--- config.mk ---
export PLATFORM = sky130hd
export DESIGN_NAME = seq_mult_shift_add
export DESIGN_NICKNAME = d
export VERILOG_FILES = /design/src/rtl/seq_mult_shift_add.sv
export SDC_FILE = /design/constraint.sdc
export NUM_CORES = 1
export LEC_CHECK = 0
export CORE_ASPECT_RATIO = 1.5
export CORE_UTILIZATION = 49
export CTS_CLUSTER_DIAMETER = 60
export DETAILED_ROUTE_END_ITERATION = 6
export GPL_ROUTABILITY_DRIVEN = 0
export GPL_TIMING_DRIVEN = 0
export PLACE_DENSITY_LB_ADDON = 0.1
export SLEW_MARGIN = 20
export SYNTH_ARGS = -nofsm -noshare
export SYNTH_HDL_FRONTEND = slang
export SYNTH_SLANG_ARGS = --single-unit
--- constraint.sdc ---
create_clock -name clk -period 2.9 [get_ports clk]
set_input_delay 0.58 -clock clk [delete_from_list [all_inputs] [get_ports clk]]
set_output_delay 0.58 -clock clk [all_outputs]
set_load 0.01 [all_outputs]
--- src/rtl/seq_mult_shift_add.sv ---
// Multi-cycle shift-and-add multiplier, one partial product per clock.
// Signed mode multiplies magnitudes and negates the final sum when the signs differ.
module seq_mult_shift_add #(
  parameter int WIDTH = 4
) (
  input  logic                 clk,
  input  logic                 rst,
  input  logic                 in_valid,
  output logic                 in_ready,
  input  logic                 in_signed,
  input  logic [WIDTH-1:0]     a,
  input  logic [WIDTH-1:0]     b,
  output logic                 out_valid,
  input  logic                 out_ready,
  output logic [2*WIDTH-1:0]   product,
  output logic                 busy
);

  localparam int PW = 2 * WIDTH;
  localparam int CW = $clog2(WIDTH);

  typedef enum logic [1:0] {IDLE, BUSY, DONE} state_t;

  state_t           state_reg, state_next;
  logic [WIDTH-1:0] mag_a_reg, mag_b_reg;
  logic [WIDTH-1:0] a_mag, b_mag;
  logic             neg_reg;
  logic [PW-1:0]    acc_reg, acc_next;
  logic [PW-1:0]    product_reg;
  logic [CW-1:0]    step_reg;
  logic             last_step;
  logic             accept;
  logic [PW-1:0]    shifted [WIDTH];

  // Pre-shifted copies of the multiplicand, one per step position.
  generate
    for (genvar gi = 0; gi < WIDTH; gi++) begin : g_shift
      assign shifted[gi] = {{WIDTH{1'b0}}, mag_a_reg} << gi;
    end
  endgenerate

  // -(-2^(W-1)) wraps to 2^(W-1), which is the correct unsigned magnitude.
  assign a_mag = (in_signed && a[WIDTH-1]) ? -a : a;
  assign b_mag = (in_signed && b[WIDTH-1]) ? -b : b;

  assign last_step = (step_reg == CW'(WIDTH - 1));
  assign acc_next  = acc_reg + (mag_b_reg[step_reg] ? shifted[step_reg] : '0);
  assign product   = product_reg;

  always_ff @(posedge clk) begin
    if (rst) begin
      state_reg <= IDLE;
    end else begin
      state_reg <= state_next;
    end
  end

  always_comb begin
    state_next = state_reg;
    in_ready   = 1'b0;
    out_valid  = 1'b0;
    busy       = 1'b0;
    accept     = 1'b0;
    case (state_reg)
      IDLE: begin
        in_ready = 1'b1;
        if (in_valid) begin
          accept     = 1'b1;
          state_next = BUSY;
        end
      end
      BUSY: begin
        busy = 1'b1;
        if (last_step) state_next = DONE;
      end
      DONE: begin
        busy      = 1'b1;
        out_valid = 1'b1;
        if (out_ready) state_next = IDLE;
      end
      default: state_next = IDLE;
    endcase
  end

  always_ff @(posedge clk) begin
    if (rst) begin
      mag_a_reg   <= '0;
      mag_b_reg   <= '0;
      neg_reg     <= 1'b0;
      acc_reg     <= '0;
      step_reg    <= '0;
      product_reg <= '0;
    end else if (accept) begin
      mag_a_reg <= a_mag;
      mag_b_reg <= b_mag;
      neg_reg   <= in_signed & (a[WIDTH-1] ^ b[WIDTH-1]);
      acc_reg   <= '0;
      step_reg  <= '0;
    end else if (state_reg == BUSY) begin
      acc_reg <= acc_next;
      if (last_step) begin
        product_reg <= neg_reg ? -acc_next : acc_next;
      end else begin
        step_reg <= step_reg + CW'(1);
      end
    end
  end

endmodule

# Word-level counts from Yosys, hierarchy flattened

Index checks and enable logic that the tools add are counted.

Flip-flop bits (word level): 29
Bits in latches: 0
Memory bits (writable): 0
ROM bits: 0
Bits of input ports: 13
Output and inout port bits: 11
Logic and storage cells: 51
Memories: 0

$add $sub $neg: 5
$mul: 0
Divide/modulo/power cells: 0
Magnitude comparators: 2
Eq/ne operators: 6
Shift operators: 0
Multiplexer cells: 18
Bitwise operators: 5
Reductions and logical operators: 8

Operator list:

| kind                                               | count |
|---|---|
| 2-to-1 mux 8 bit                                   | 4 |
| binary-select mux 8 bit (select 2 bit)             | 1 |
| adder 8 bit                                        | 1 |
| 2-to-1 mux 4 bit                                   | 2 |
| negation 4 bit                                     | 2 |
| negation 8 bit                                     | 1 |
| 2-to-1 mux 1 bit                                   | 6 |
| 2-to-1 mux 2 bit                                   | 3 |
| != test 2 bit, second input constant               | 3 |
| one-hot mux 2 bit (3 select lines)                 | 1 |
| AND reduction 3 bit                                | 2 |
| == test 2 bit, second input constant               | 2 |
| OR reduction 2 bit                                 | 2 |
| >= comparator 3 bit, second input constant         | 1 |
| < comparator 2 x 3 -> 1 bit, second input constant | 1 |
| NOT 2 -> 3 bit                                     | 1 |
| adder 2 x 1 -> 2 bit, second input constant        | 1 |
| binary-select mux 1 bit (select 2 bit)             | 1 |
| == test 2 x 1 -> 1 bit, second input constant      | 1 |
| logical AND 1 bit                                  | 2 |
| zero test 2 bit                                    | 1 |
| NOT 1 bit                                          | 2 |
| AND reduction 2 bit                                | 1 |
| bitwise AND 1 bit                                  | 1 |
| XOR 1 bit                                          | 1 |

# Logic depth before layout (Yosys ltp)

Gate-level depths: netlist of run 1.

Word-level depth: 8
Depth in mapped cells: 12
Depth with buffers taken out: 11

# Worst setup path before layout of run 1

Ideal clock, no wire load.

Path type: reg2reg
From: register step_reg[1]
To: register product_reg[7], in the netlist product[7]
Library setup time: 0.079 ns
Data arrival time: 2.852 ns
Data required time: 2.821 ns
Slack: -0.031 ns
Cell stages (with the launch flop): 12
Buffers on the path: 1
Period minus slack after synthesis: 2.931 ns
Path through: dfxtp_1 clkbuf_1 mux2_2 nand2_1 o21ai_0 and2_1 ha_1 a41o_1 o311a_1 o41ai_2 xnor2_1 a211oi_2

Word-level cells in the longest chain between the ends: 8
Elaborated cells on any way between the ends: 12
Classes of those cells: 2 x add/sub; 1 x eq/ne; 7 x mux; 1 x bitwise; 1 x reduce/logical

Ends and longest elaborated chain:

| item                                                | RTL line | RTL |
|---|---|---|
| start, declared                                     | 30       | `logic [CW-1:0] step_reg;` |
| start signal, assigned                              | 104      | `step_reg <= step_reg + CW'(1);` |
| NOT 2 -> 3 bit (implied by the code)                | 47       | `assign acc_next = acc_reg + (mag_b_reg[step_reg] ? shifted[step_reg] : '0);` |
| binary-select mux 8 bit (select 2 bit)              | 47       |  |
| 2-to-1 mux 8 bit (implied by the code) (2 in a row) | 47       |  |
| 2-to-1 mux 8 bit                                    | 47       |  |
| adder 8 bit                                         | 47       |  |
| negation 8 bit                                      | 102      | `product_reg <= neg_reg ? -acc_next : acc_next;` |
| 2-to-1 mux 8 bit                                    | 102      |  |
| end signal, assigned                                | 102      |  |
| end, declared                                       | 29       | `logic [PW-1:0] product_reg;` |

Parallel ways exist; a longest one is shown, timed or not. The select of a mux whose other input is x is not followed.
A chain may end at the register's enable or synchronous reset.

# Final worst setup path of run 1

From: register step_reg[0]
To: register product_reg[7], in the netlist product[7]

The elaborated chain is that of the path after synthesis.

==> impl_table.tex, run 1 <==
\begin{tabular}{lr}
\hline
Metric & Value \\
\hline
\multicolumn{2}{l}{\textbf{Layout}} \\
\quad Diodes inserted & 0 \\
\quad Fraction of final layout cells sized beyond drive strength 1 & 12.77\% \\
\quad Layout overhead on the synthesized area & 26.57\% \\
\quad Utilization of the core after routing & 66.10\% \\
\quad Post-layout instance count excluding filler cells & 277 \\
\quad Design area & 0.002301 mm\^{}2 \\
\quad Number of nets at the end of the flow & 263 \\
\multicolumn{2}{l}{\textbf{Timing}} \\
\quad Final setup violating endpoints & 0 \\
\quad Worst-margin pin slew & 0.7251 ns \\
\quad Max Fclk & 365.3 MHz \\
\quad Tcrit/Tclk final & 94.40\% \\
\quad Setup repair after global routing missed its margin & no \\
\quad Worst slew margin relative to its limit & 51.66\% \\
\quad Skew final & 0.002458 ns \\
\quad Worst setup slack after layout & 0.1625 ns \\
\quad Hold Vio Cnt, Final & 0 \\
\quad Clock period minus final worst setup slack & 2.738 ns \\
\quad Number of slew-limit violations in the final report & 0 \\
\multicolumn{2}{l}{\textbf{Worst hold path}} \\
\quad Cell depth of the worst min-delay path & 2 \\
\quad Class of the tightest hold or removal check & flop to flop \\
\quad Source of the worst hold timing path & product[2]\$\_SDFFE\_PP0P\_ \\
\quad Terminating pin of the worst hold path & product[2]\$\_SDFFE\_PP0P\_ \\
\multicolumn{2}{l}{\textbf{Floorplanning}} \\
\quad Count of standard-cell rows & 26 \\
\quad Starting utilization of the core area & 52.23\% \\
\quad Die width & 51.74 um \\
\quad Count of boundary I/O pins & 24 \\
\quad Vertical die dimension & 76.60 um \\
\quad Die footprint & 0.003963 mm\^{}2 \\
\quad Std-Cell Core Area & 0.003481 mm\^{}2 \\
\multicolumn{2}{l}{\textbf{Synth}} \\
\quad Syn Area/Cell & 8.956 um\^{}2 \\
\quad EDFF count, synth & 0 \\
\quad Top cells by area, synth & dfxtp\_1, ha\_1, mux2i\_1, nor2\_1, xor2\_1 \\
\quad Most frequently used cell type in the post-synthesis netlist & dfxtp\_1 \\
\quad Share of the synthesized area in the top cell type & 31.93\% \\
\quad Cell taking the most area after synthesis & dfxtp\_1 \\
\quad Main flop type after synthesis & dfxtp\_1 \\
\quad Async set or reset register ratio after synthesis & 0\% \\
\quad Synth top cells by count & dfxtp\_1, nor2\_1, ha\_1 \\
\quad Post-synthesis instance total & 203 \\
\quad Number of synthesized register bits & 29 \\
\quad Total number of yosys warnings & 0 \\
\quad Syn nets & 231 \\
\quad Distinct cell type count of the synthesized netlist & 43 \\
\quad Summed instance area of the synthesized netlist & 0.001818 mm\^{}2 \\
\quad Part of the Yosys area used for sequential elements & 31.93\% \\
\multicolumn{2}{l}{\textbf{Clocking}} \\
\quad Inserted Clock Buffers & 5 \\
\quad Clock tree root driver cell & clkbuf\_8 \\
\quad Clock tree from TritonCTS & built \\
\quad Worst skew pair latency & 0.28 ns \\
\quad Maximum level of the CTS H-tree & 2 \\
\quad Deepest clock path buffer count & 2 \\
\quad Total of hold buffers inserted after clock tree synthesis & 0 \\
\quad Number of clock sinks & 29 \\
\quad Worst-path clk slew & 0.06 ns \\
\multicolumn{2}{l}{\textbf{Placement}} \\
\quad IO buf count & 23 \\
\quad HPWL after detailed placement & 3.013 mm \\
\quad \# placed instances & 268 \\
\quad Instance area after placement & 0.002102 mm\^{}2 \\
\quad Post-placement worst setup slack & -0.2372 ns \\
\multicolumn{2}{l}{\textbf{Detailed routing}} \\
\quad Total routed wirelength & 3.946 mm \\
\quad Vias & 1599 \\
\quad Routed len/inst & 14.25 um \\
\quad Vias/cell & 5.773 \\
\quad Final ANT Viol Nets & 0 \\
\quad Post-detailed-route DRC marker count & 0 \\
\quad First-pass detailed-route iteration total & 4 \\
\quad Number of DRC markers in iteration 0 & 41 \\
\multicolumn{2}{l}{\textbf{Setup path}} \\
\quad Worst-path maximum fanout & 6 \\
\quad Endpoint required time on the critical path & 3.10 ns \\
\quad Critical register-to-register path startpoint & step\_reg[0]\$\_SDFFE\_PP0P\_ \\
\quad Setup slack, reg-to-reg & 0.16 ns \\
\quad Endpoint of the lowest-slack register-to-register path & product[7]\$\_SDFFE\_PP0P\_ \\
\quad Path type of the worst setup path & flop to flop \\
\quad CP endpoint kind & flop \\
\quad Critical path data arrival time & 2.94 ns \\
\quad Crit start category & flop \\
\quad Cell count of the worst reg-to-reg path & 9 \\
\multicolumn{2}{l}{\textbf{Run}} \\
\quad Max-capacitance violation count & 0 \\
\multicolumn{2}{l}{\textbf{Global routing}} \\
\quad Pin count of the biggest net entering global routing & 11 \\
\quad Overflow left after global routing & 0 \\
\quad Overall routing resource usage & 22.49\% \\
\quad First-pass GRT wire length & 6.706 mm \\
\quad Vias in the first global route & 1579 \\
\quad Number of antenna violations at the first check in global routing & 0 \\
\multicolumn{2}{l}{\textbf{Pwr}} \\
\quad Pwr Density & 406.5 mW/mm\^{}2 \\
\quad Worst voltage drop across the vdd grid & 319.1 uV \\
\quad Overall power consumption & 0.9354 mW \\
\quad Leak & 0.9513 nW \\
\multicolumn{2}{l}{\textbf{Outcome}} \\
\quad Outcome & complete, no violations \\
\hline
\end{tabular}
layout make-up:
class	instances	area, um^2
inverters	12	45.04
multi-input cells	154	1241
plain buffers	8	45.04
well taps	42	52.55
flip-flops and latches	29	585.6
repair buffers	25	245.2
clock buffers	7	86.33
fillers	306	1180
cell usage in the layout (no fill, tap or decap), types with 2 or more instances in the layout:
master	Yosys	final
a211o_1	2	2
a211oi_1	7	7
a21o_1	4	4
a21oi_1	6	5
a22o_1	6	6
a32o_1	3	3
and2_1	3	3
buf_4	0	3
clkbuf_1	8	7
clkbuf_8	0	6
clkdlybuf4s50_1	0	23
dfxtp_1	29	27
ha_1	14	11
ha_4	0	2
inv_1	12	12
mux2_2	3	3
mux2i_1	11	10
nand2_1	11	11
nand2b_1	2	2
nand3_1	5	5
nor2_1	26	26
nor2b_1	2	2
nor3_1	3	3
nor3b_1	2	2
o21ai_0	6	5
o22ai_1	3	2
o31ai_1	3	3
xnor2_1	4	3
xor2_1	9	9
metrics by stage:
| step | TNS [ns] | hold slack, ns |
|---|---|---|
| 2_1_floorplan | 0 | 0.4668 |
| 3_3_place_gp | -0.3364 | 0.4782 |
| 3_5_place_dp | -0.3987 | 0.4905 |
| 4_1_cts | 0 | 0.5048 |
| 5_1_grt | 0 | 0.5203 |
| 6_report | 0 | 0.4924 |
logic make-up (layout without fill, tap and decap cells):
family | count (synthesis) | in the layout | synth area share [%]
AND/OR/NAND/NOR | 60 | 60 | 15.83
flip-flops | 29 | 29 | 31.93
XOR/XNOR | 13 | 13 | 6.263
AO/OA/AOI/OAI | 51 | 51 | 21.96
buffers and inverters | 20 | 52 | 4.129
multiplexers | 15 | 15 | 9.153
adder cells (fa/ha/maj) | 15 | 15 | 10.74
power breakdown:
| group | internal [mW] | switching, mW |
|---|---|---|
| combinational | 0.0831 | 0.0904 |
| sequential | 0.415 | 0.0164 |
| clock | 0.188 | 0.143 |
how the worst max path moves through the flow:
stage	startpoint	cells after the start	slack, ns	endpoint
floorplan	step_reg[0]$_SDFFE_PP0P_	9	0.04	product[7]$_SDFFE_PP0P_
global placement	step_reg[0]$_SDFFE_PP0P_	10	-0.21	product[7]$_SDFFE_PP0P_
detailed placement	step_reg[0]$_SDFFE_PP0P_	10	-0.24	product[7]$_SDFFE_PP0P_
CTS	step_reg[1]$_SDFFE_PP0P_	11	0.02	product[7]$_SDFFE_PP0P_
global route	step_reg[0]$_SDFFE_PP0P_	10	0.04	product[7]$_SDFFE_PP0P_
finish	step_reg[0]$_SDFFE_PP0P_	9	0.16	product[7]$_SDFFE_PP0P_
worst max-delay path: stages (launching register included):
cell and delay, ns:
dfxtp_4 0.38, mux4_2 0.52, and2_1 0.18, ha_4 0.26, a211oi_4 0.28, nor2_1 0.12
a211o_1 0.37, o41ai_4 0.24, xnor2_1 0.12, a211oi_2 0.20
timing repair:
item	in CTS	in global routing
setup buffers	0	2
gates cloned	0	0
setup endpoints to repair	3	3
resized for setup	9	15
pin swaps	2	6
layer usage:
| metal | track usage (%) | up-vias | wire, um |
|---|---|---|---|
| met5 | 0 | - | 0 |
| met4 | 12.97 | 0 | 153 |
| met3 | 5.190 | 14 | 125 |
| met2 | 40.26 | 41 | 2160 |
| met1 | 22.47 | 748 | 1507 |
| li1 | - | 796 | - |
No activity file was read; power rests on OpenSTA's default activity.
==> run 2: changes to the inputs <==
- CORE_MARGIN: unset -> 2
==> impl_table.tex, run 2 (synthesized netlist as in run 1, its figures left out) <==
\begin{tabular}{lr}
\hline
Metric & Value \\
\hline
\multicolumn{2}{l}{\textbf{Outcome}} \\
\quad Outcome & complete, no violations \\
\multicolumn{2}{l}{\textbf{Pwr}} \\
\quad Sequential power share & 41.3\% (-4.8 points) \\
\quad Switching pwr & 0.2616 mW (+4.8\%) \\
\quad Combinational share of power & 17.2\% (-1.4 points) \\
\quad Leak & 0.9627 nW (+1.2\%) \\
\quad Internal power component & 0.7793 mW (+14\%) \\
\quad Overall power consumption & 1.041 mW (+11\%) \\
\quad Pwr Density & 439.5 mW/mm\^{}2 (+8.1\%) \\
\quad Worst voltage drop across the vdd grid & 313.0 uV (-1.9\%) \\
\quad Switching Share & 25.13\% (-1.6 points) \\
\quad Power share of the clock group & 41.4\% (+6.1 points) \\
\multicolumn{2}{l}{\textbf{Layout}} \\
\quad Fraction of final layout cells sized beyond drive strength 1 & 16.03\% (+3.3 points) \\
\quad Layout overhead on the synthesized area & 30.28\% \\
\quad Commonest non-fill, non-tap cell in the layout & dfxtp\_1 \\
\quad Post-layout instance count excluding filler cells & 280 (+1.1\%) \\
\quad Number of nets at the end of the flow & 264 (+0.38\%) \\
\quad Design area & 0.002369 mm\^{}2 (+2.9\%) \\
\quad Leading cell types in the layout, fill and taps excluded & dfxtp\_1, nor2\_1, clkdlybuf4s50\_1 \\
\quad Diodes inserted & 0 (unchanged) \\
\multicolumn{2}{l}{\textbf{Detailed routing}} \\
\quad Total routed wirelength & 4.066 mm (+3.0\%) \\
\quad Post-detailed-route DRC marker count & 0 (unchanged) \\
\quad Number of DRC markers in iteration 0 & 58 (+41\%) \\
\quad Vias/cell & 5.768 (about the same) \\
\quad Final ANT Viol Nets & 0 (unchanged) \\
\quad Routed len/inst & 14.52 um (+1.9\%) \\
\quad First-pass detailed-route iteration total & 4 (unchanged) \\
\quad Vias & 1615 (+1.0\%) \\
\multicolumn{2}{l}{\textbf{Clocking}} \\
\quad Clock tree root driver cell & clkbuf\_8 \\
\quad Total of hold buffers inserted after clock tree synthesis & 0 (unchanged) \\
\quad Number of clock sinks & 29 (unchanged) \\
\quad Clock tree from TritonCTS & built \\
\quad Worst skew pair latency & 0.28 ns (about the same) \\
\quad Maximum level of the CTS H-tree & 2 (unchanged) \\
\quad Deepest clock path buffer count & 2 (unchanged) \\
\quad Inserted Clock Buffers & 5 (unchanged) \\
\quad Worst-path clk slew & 0.06 ns (about the same) \\
\multicolumn{2}{l}{\textbf{Placement}} \\
\quad \# placed instances & 269 (+0.37\%) \\
\quad HPWL after detailed placement & 3.063 mm (+1.7\%) \\
\quad Instance area after placement & 0.002103 mm\^{}2 (about the same) \\
\quad IO buf count & 23 (unchanged) \\
\quad Post-placement worst setup slack & -0.2700 ns (-0.03280 ns) \\
\multicolumn{2}{l}{\textbf{Setup path}} \\
\quad Endpoint required time on the critical path & 3.05 ns (-0.05 ns) \\
\quad Worst-path maximum fanout & 6 (unchanged) \\
\quad Path type of the worst setup path & flop to flop \\
\quad Crit start category & flop \\
\quad CP endpoint kind & flop \\
\quad Critical path data arrival time & 2.94 ns (about the same) \\
\multicolumn{2}{l}{\textbf{Timing}} \\
\quad Number of slew-limit violations in the final report & 0 (unchanged) \\
\quad Worst setup slack after layout & 0.1113 ns (-0.05114 ns) \\
\quad Total negative slack & 0 ns (unchanged) \\
\quad Worst slew margin relative to its limit & 55.14\% (+3.5 points) \\
\quad Max Fclk & 358.6 MHz (-1.8\%) \\
\quad Tcrit/Tclk final & 96.16\% (+1.8 points) \\
\quad Final setup violating endpoints & 0 (unchanged) \\
\quad Clock period minus final worst setup slack & 2.789 ns (+0.05114 ns) \\
\quad Skew final & 0.009218 ns (+0.006760 ns) \\
\quad Worst-margin pin slew & 0.6729 ns (-0.05216 ns) \\
\quad Hold Vio Cnt, Final & 0 (unchanged) \\
\multicolumn{2}{l}{\textbf{Global routing}} \\
\quad Pin count of the biggest net entering global routing & 11 (unchanged) \\
\quad Overflow left after global routing & 0 (unchanged) \\
\quad Overall routing resource usage & 21.05\% (-1.4 points) \\
\quad Number of antenna violations at the first check in global routing & 0 (unchanged) \\
\quad Vias in the first global route & 1571 (-0.51\%) \\
\quad First-pass GRT wire length & 6.699 mm (-0.10\%) \\
\multicolumn{2}{l}{\textbf{Floorplanning}} \\
\quad Std-Cell Core Area & 0.003615 mm\^{}2 (+3.8\%) \\
\quad Count of boundary I/O pins & 24 (unchanged) \\
\quad Starting utilization of the core area & 50.29\% (-1.9 points) \\
\quad Count of standard-cell rows & 27 (+3.8\%) \\
\quad Die footprint & 0.004224 mm\^{}2 (+6.6\%) \\
\quad Die width & 53.74 um (+3.9\%) \\
\quad Vertical die dimension & 78.60 um (+2.6\%) \\
\multicolumn{2}{l}{\textbf{Run}} \\
\quad Max-capacitance violation count & 0 (unchanged) \\
\multicolumn{2}{l}{\textbf{Worst hold path}} \\
\quad Class of the tightest hold or removal check & flop to flop \\
\hline
\end{tabular}
run 2: per-stage QoR:
| stage | util [%] | hold WS [ns] |
|---|---|---|
| after global placement | 58.19 | 0.4788 |
| after floorplan | - | 0.4668 |
| after CTS | 62.58 | 0.5069 |
| after detailed placement | 58.19 | 0.4925 |
| after global routing | 65.52 | 0.5244 |
| final | 65.52 | 0.4956 |
run 2: power by group through the flow:
stage | registers [mW] | logic [mW] | clock network [mW]
2_1_floorplan | 0.433 | 0.110 | 0
3_3_place_gp | 0.437 | 0.158 | 0
3_5_place_dp | 0.439 | 0.164 | 0
4_1_cts | 0.430 | 0.168 | 0.441
5_1_grt | 0.433 | 0.198 | 0.462
6_report | 0.430 | 0.179 | 0.431
run 2: final timing paths:
path | from | to | slack, ns | cells past startpoint
setup / recovery | step_reg[0]$_SDFFE_PP0P_ | product[7]$_SDFFE_PP0P_ | 0.11 | 9
hold / removal | product[2]$_SDFFE_PP0P_ | product[2]$_SDFFE_PP0P_ | 0.50 | 2
setup reg to reg | step_reg[0]$_SDFFE_PP0P_ | product[7]$_SDFFE_PP0P_ | 0.11 | 9
hold reg to reg | product[2]$_SDFFE_PP0P_ | product[2]$_SDFFE_PP0P_ | 0.50 | 2
run 2: what timing repair did:
| item | in CTS | in global routing |
|---|---|---|
| gates cloned | 0 | 0 |
| hold endpoints to repair | 0 | 0 |
| pin swaps | 2 | 9 |
| setup buffers | 0 | 3 |
| endpoints found under the setup margin | 3 | 3 |
| gates resized for setup | 9 | 20 |
run 2: per-layer routing:
metal	share of wire, %	track usage, %	vias up
met2	57	38.66	35
met3	3.1	4.943	5
met5	0	0	-
li1	-	-	806
met4	1.3	7.949	0
met1	39	21.68	769
run 2: worst max-delay path: stages, from the launching register on:
cell	delay [ns]
dfxtp_4	0.37
mux4_2	0.52
and2_4	0.16
ha_4	0.25
a211oi_4	0.29
nor2_2	0.09
a211o_1	0.36
o41ai_4	0.35
xnor2_1	0.17
a211oi_2	0.09
run 2: layout make-up:
cell class / count / area [um^2]
Tap cell: 43 / 53.80
Multi-Input combinational cell: 154 / 1271
Buffer: 8 / 43.79
Clock inverter: 1 / 30.03
Sequential cell: 29 / 585.6
Timing Repair Buffer: 26 / 252.7
Fill cell: 328 / 1246
Inverter: 12 / 45.04
Clock buffer: 7 / 86.33
